## src/rtl/tester_pkg.sv

```systemverilog
`timescale 1ns/1ps
`default_nettype none
// ============================================================================
// Module      : tester_pkg
// Description : Shared defaults and helpers for the key_port debouncer.
//               Holds the default channel count, the default debounce
//               length, and the function that sizes the debounce counter.
// Revision    : 1.0 - initial release
// ============================================================================
package tester_pkg;

    // Default number of key/switch channels.
    localparam int N_KEYS_DEF    = 6;

    // Default debounce length: 1 ms of stable input at 50 MHz.
    localparam int DB_CYCLES_DEF = 50000;

    // Debounce counter width: clog2(DB_CYCLES) + 1.
    function automatic int db_cnt_width(input int db_cycles);
        return $clog2(db_cycles) + 1;
    endfunction

endpackage : tester_pkg
`default_nettype wire

```

## src/rtl/key_debounce.sv

```systemverilog
`timescale 1ns/1ps
`default_nettype none
// ============================================================================
// Module      : key_debounce
// Description : One key channel. Two-flop synchronizer, polarity
//               normalization to 1 = pressed, and a debounce counter that
//               accepts a level change after DB_CYCLES consecutive samples
//               that differ from the current debounced state.
// Ports       : in_clk     - system clock, rising edge
//               in_arst_n  - raw asynchronous reset (synchronizer only)
//               in_rst_n   - internally synchronized reset (counter/state)
//               key_pin    - raw asynchronous key pin
//               key_state  - debounced level, 1 = pressed
//               key_accept - 1 in the cycle whose edge toggles key_state
// Revision    : 1.0 - initial release
// ============================================================================
module key_debounce
    import tester_pkg::*;
#(
    parameter int DB_CYCLES  = DB_CYCLES_DEF,
    parameter int ACTIVE_LOW = 1
) (
    input  logic in_clk,
    input  logic in_arst_n,
    input  logic in_rst_n,
    input  logic key_pin,
    output logic key_state,
    output logic key_accept
);

    localparam int              CNT_W     = db_cnt_width(DB_CYCLES);
    localparam logic [CNT_W-1:0] C_CNT_MAX = CNT_W'(DB_CYCLES - 1);
    // Released pin level: what the synchronizer holds during reset.
    localparam logic            C_IDLE    = (ACTIVE_LOW != 0);

    logic [1:0]       sync_d,  sync_q;
    logic [CNT_W-1:0] cnt_d,   cnt_q;
    logic             state_d, state_q;
    logic             sample;

    // The synchronizer is reset by the raw reset so that it starts
    // sampling on the first edge after reset release, in parallel with
    // the reset deassertion synchronizer. A metastable release here is
    // harmless: these flops already resolve an asynchronous input.
    always_ff @(posedge in_clk or negedge in_arst_n) begin
        if (!in_arst_n) begin
            sync_q <= {2{C_IDLE}};
        end else begin
            sync_q <= sync_d;
        end
    end

    always_ff @(posedge in_clk or negedge in_rst_n) begin
        if (!in_rst_n) begin
            cnt_q   <= '0;
            state_q <= 1'b0;
        end else begin
            cnt_q   <= cnt_d;
            state_q <= state_d;
        end
    end

    always_comb begin
        sync_d     = {sync_q[0], key_pin};
        sample     = (ACTIVE_LOW != 0) ? ~sync_q[1] : sync_q[1];
        cnt_d      = '0;
        state_d    = state_q;
        key_accept = 1'b0;
        if (sample != state_q) begin
            if (cnt_q == C_CNT_MAX) begin
                // Stable long enough: accept, restart the counter.
                state_d    = ~state_q;
                key_accept = 1'b1;
            end else begin
                cnt_d = cnt_q + 1'b1;
            end
        end
    end

    assign key_state = state_q;

endmodule : key_debounce
`default_nettype wire

```

## src/rtl/key_port.sv

```systemverilog
`timescale 1ns/1ps
`default_nettype none
// ============================================================================
// Module      : key_port
// Description : N_KEYS-channel debounced key port with sticky press/release
//               event flags, masked clear, and an interrupt output.
// Ports       : in_clk      - system clock, rising edge
//               in_rst      - async-assert, active-low reset
//               key_in      - raw key pins
//               in_clr      - clear strobe for event flags
//               in_clr_mask - per-channel select for in_clr
//               key_state   - debounced level, 1 = pressed
//               key_press   - sticky press flags
//               key_release - sticky release flags
//               out_irq     - OR of all flags
// Revision    : 1.0 - initial release
// ============================================================================
module key_port
    import tester_pkg::*;
#(
    parameter int N_KEYS     = N_KEYS_DEF,
    parameter int DB_CYCLES  = DB_CYCLES_DEF,
    parameter int ACTIVE_LOW = 1
) (
    input  logic              in_clk,
    input  logic              in_rst,
    input  logic [N_KEYS-1:0] key_in,
    input  logic              in_clr,
    input  logic [N_KEYS-1:0] in_clr_mask,
    output logic [N_KEYS-1:0] key_state,
    output logic [N_KEYS-1:0] key_press,
    output logic [N_KEYS-1:0] key_release,
    output logic              out_irq
);

    logic [1:0]        rst_sync_q;
    logic              rst_n;
    logic [N_KEYS-1:0] accept;
    logic [N_KEYS-1:0] press_d,   press_q;
    logic [N_KEYS-1:0] release_d, release_q;
    logic [N_KEYS-1:0] clr_sel;

    // Reset deassertion synchronizer: asserts immediately, releases on the
    // second rising edge after in_rst goes high.
    always_ff @(posedge in_clk or negedge in_rst) begin
        if (!in_rst) begin
            rst_sync_q <= 2'b00;
        end else begin
            rst_sync_q <= {rst_sync_q[0], 1'b1};
        end
    end

    assign rst_n = rst_sync_q[1];

    for (genvar i = 0; i < N_KEYS; i++) begin : g_chan
        key_debounce #(
            .DB_CYCLES  (DB_CYCLES),
            .ACTIVE_LOW (ACTIVE_LOW)
        ) u_db (
            .in_clk     (in_clk),
            .in_arst_n  (in_rst),
            .in_rst_n   (rst_n),
            .key_pin    (key_in[i]),
            .key_state  (key_state[i]),
            .key_accept (accept[i])
        );
    end

    // Clear first, then set, so a set on the same edge wins.
    always_comb begin
        clr_sel   = in_clr ? in_clr_mask : '0;
        press_d   = (press_q   & ~clr_sel) | (accept & ~key_state);
        release_d = (release_q & ~clr_sel) | (accept &  key_state);
    end

    always_ff @(posedge in_clk or negedge rst_n) begin
        if (!rst_n) begin
            press_q   <= '0;
            release_q <= '0;
        end else begin
            press_q   <= press_d;
            release_q <= release_d;
        end
    end

    assign key_press   = press_q;
    assign key_release = release_q;
    assign out_irq     = |{press_q, release_q};

endmodule : key_port
`default_nettype wire
```

## config.mk

```make
export PLATFORM = sky130hd
export DESIGN_NAME = key_port
export DESIGN_NICKNAME = d
export VERILOG_FILES = /design/src/rtl/tester_pkg.sv /design/src/rtl/key_debounce.sv /design/src/rtl/key_port.sv
export SDC_FILE = /design/constraint.sdc
export NUM_CORES = 1
export LEC_CHECK = 0
export ABC_AREA = 1
export CAP_MARGIN = 0
export CELL_PAD_IN_SITES_DETAIL_PLACEMENT = 1
export CELL_PAD_IN_SITES_GLOBAL_PLACEMENT = 2
export CORE_ASPECT_RATIO = 1.25
export CORE_UTILIZATION = 39
export CTS_CLUSTER_DIAMETER = 40
export CTS_CLUSTER_SIZE = 40
export DETAILED_ROUTE_END_ITERATION = 16
export GPL_TIMING_DRIVEN = 1
export HOLD_SLACK_MARGIN = 0.03
export PLACE_DENSITY = 0.9
export SLEW_MARGIN = 25
export SYNTH_ARGS = -nofsm -noshare
export SYNTH_HDL_FRONTEND = slang
export SYNTH_HIERARCHICAL = 1
export SYNTH_SLANG_ARGS = --single-unit
```

## constraint.sdc

```tcl
create_clock -name in_clk -period 6.95 [get_ports in_clk]
set_clock_uncertainty 0.15 [all_clocks]
set_input_delay 1.39 -clock in_clk [delete_from_list [all_inputs] [get_ports in_clk]]
set_output_delay 1.39 -clock in_clk [all_outputs]
set_load 0.1 [all_outputs]
```

==> run metrics <==
Mapped Cells 950; DIE WIDTH 123 um; Final GP Congestion 0.784; Clock Latency Late Sink 0.42 ns; Synthesized Nets 971; post-DP HPWL 13000 um; Hold Crit Endpoint rst_sync_q[1]$_DFF_PN0_; RSZ-0062 raised after global routing false; leakage 3.50 nW; core area 0.0180 mm^2; vias in the first global route 6475; VDD IR max 0.163 mV; GR Util All Layers 0.210; most frequent cells in the layout 231 x nand2_1, 199 x nor2_1, 121 x dfrtp_1, 108 x inv_1, 78 x nand3_1; type of the tightest min-delay check flop to flop; I/O pin cnt 34; Final Hold Viols 0; outcome complete, no violations; largest net degree at the start of global routing 76; final std cells w/o fill 1244; CTS sink cnt 134; measured slew at the worst slew-check pin 0.996 ns; total power draw 1.68 mW; commonest non-fill, non-tap cell in the layout nand2_1; Setup violations, final 0; Chip Height 153 um; Vias/cell 4.87; Max Transition Viols Final 0; XOR/XNOR Fraction of Synth Area 0.0577; Crit path required time 5.41 ns; Synth Area in Simple Gates 0.372; Rel. slew slack 0.334; PwrDens 202 mW/mm^2; Setup crit start kind flop; DRT iter0 DRCs 156; Yosys warnings 6; Final Util 0.461; GRT Residual Overflow 0; complex-gate fraction of the synthesized area 0.0252; ANT nets after route 0; setup TNS 0 ns; Crit Path Category flop to output port; CTS clk-pin slew, worst paths 0.06 ns; Filler cells 2262; Antenna diodes 0; Layout area overhead 16.2%; fmax 262 MHz; Post-Syn Area 0.00715 mm^2; Pre-Repair DR Iteration Count 4; Post-CTS Hold Buffers 0; CTS tree built; Die ar. 0.0189 mm^2; main combinational cell family by area after synthesis simple AND/OR/NAND/NOR gates; clock buffer depth 2; via count 6053; post-layout min period 3.81 ns; Arrival @ worst endpoint 2.27 ns; global-route wire length before repair 30900 um; row cnt 55; CTS Buf Count 17; H-tree Lvls 4; Final Cycle Share 0.548; aggregate routed wire length 17700 um; post-synthesis average cell area 7.53 um^2; Reg2Reg Setup Slack 5.21 ns; mux contribution to synthesized area 0; FF-to-FF End g_chan[4].u_db/cnt_q[0]$_DFF_PN0_; Post-route DRC 0; root buffer cell clkbuf_16; max_cap viols 0; Post-Synth Adder-Cell Area 0.0105; wire per inst 14.2 um; post-placement cell count 1212; postcts setup bufs 0; Worst R2R Start g_chan[4].u_db/cnt_q[0]$_DFF_PN0_; Worst setup EP type output port; CP max FO 3; hold path depth 0; PortBufs 33; Resize count post-CTS 0; Initial Utilization 0.397; initial antenna violation count 0; register area share after synthesis 0.471; Yosys cell types 19; nets 1024; hold path startpoint rst_sync_q[0]$_DFF_PN0_; register bit total from synthesis 134; layout cell share with drive strength beyond 1 0.132; Reg2Reg Depth 8
power by group:
group	switching (mW)	internal (mW)
Combinational	0.0374	0.0182
Sequential	0.0163	0.796
Clock	0.335	0.478
kinds of logic after synthesis:
logic type | Yosys count
simple gates | 611
flops | 134
buf+inv | 120
xor+xnor | 42
compound gates | 36
fa+ha+maj | 6
other cells | 1
registers in the layout, summed over array words and instances, names as in the netlist:
signal                 count
g_chan.u_db/sync_q        12
key_press                  6
g_chan.u_db/cnt_q        102
rst_sync_q                 2
g_chan.u_db/key_state      6
key_release                6
synthesized netlist by cell type:
library cell / n / area (um^2)
xor2_2: 6 / 97.6
and2_0: 1 / 6.26
inv_2: 12 / 45.0
nand2_2: 42 / 263
nand4_1: 18 / 113
nand3_1: 78 / 390
ha_1: 6 / 75.1
nand2_1: 231 / 867
dfstp_2: 12 / 315
a21oi_1: 6 / 30.0
dfrtp_1: 122 / 3050
o21ai_1: 30 / 150
inv_1: 108 / 405
xor2_1: 36 / 315
nor2_4: 6 / 67.6
nor3_1: 12 / 60.1
conb_1: 1 / 3.75
nor2_1: 199 / 747
nor2_2: 24 / 150
worst max-delay path by stage:
stage,cells past startpoint,startpoint,end
after floorplan,0,rst_sync_q[1]$_DFF_PN0_,g_chan[0].u_db/cnt_q[0]$_DFF_PN0_
after global placement,5,key_release[1]$_DFF_PN0_,out_irq
after detailed placement,5,key_release[1]$_DFF_PN0_,out_irq
after CTS,5,key_release[1]$_DFF_PN0_,out_irq
after global routing,5,key_release[1]$_DFF_PN0_,out_irq
final,4,key_press[0]$_DFF_PN0_,out_irq
per-stage QoR:
step | area (um^2) | setup WS, ns | hold WS (ns)
2_1_floorplan | 7150 | 3.15 | 0.181
3_3_place_gp | 7780 | 3.57 | 0.191
3_5_place_dp | 7780 | 3.57 | 0.194
4_1_cts | 8310 | 3.10 | 0.204
5_1_grt | 8310 | 3.02 | 0.208
6_report | 8310 | 3.14 | 0.201
area by class of cell:
cell class              instances  area, um^2  area share
clock buffers                  22         474      0.0570
clock inverters                10        55.1     0.00662
inverters                     120         450      0.0542
multi-input cells             696        3340       0.401
flip-flops and latches        134        3370       0.406
well taps                     228         285      0.0343
repair buffers                 34         342      0.0411
critical path, stage by stage (launching register included):
cell	delay (ns)
dfrtp_1	0.46
nor2_1	0.07
and2_0	0.13
nand2_1	0.06
clkdlybuf4s50_1	1.13
metal layers:
| metal | up-vias | share of wire | global-route usage |
|---|---|---|---|
| li1 | 3029 | - | - |
| met4 | 0 | 0.016 | 0.0734 |
| met3 | 18 | 0.023 | 0.0362 |
| met1 | 2953 | 0.45 | 0.254 |
| met2 | 53 | 0.51 | 0.368 |
| met5 | - | 0 | 0 |
Note: power is estimated with default switching activity, not from simulation.
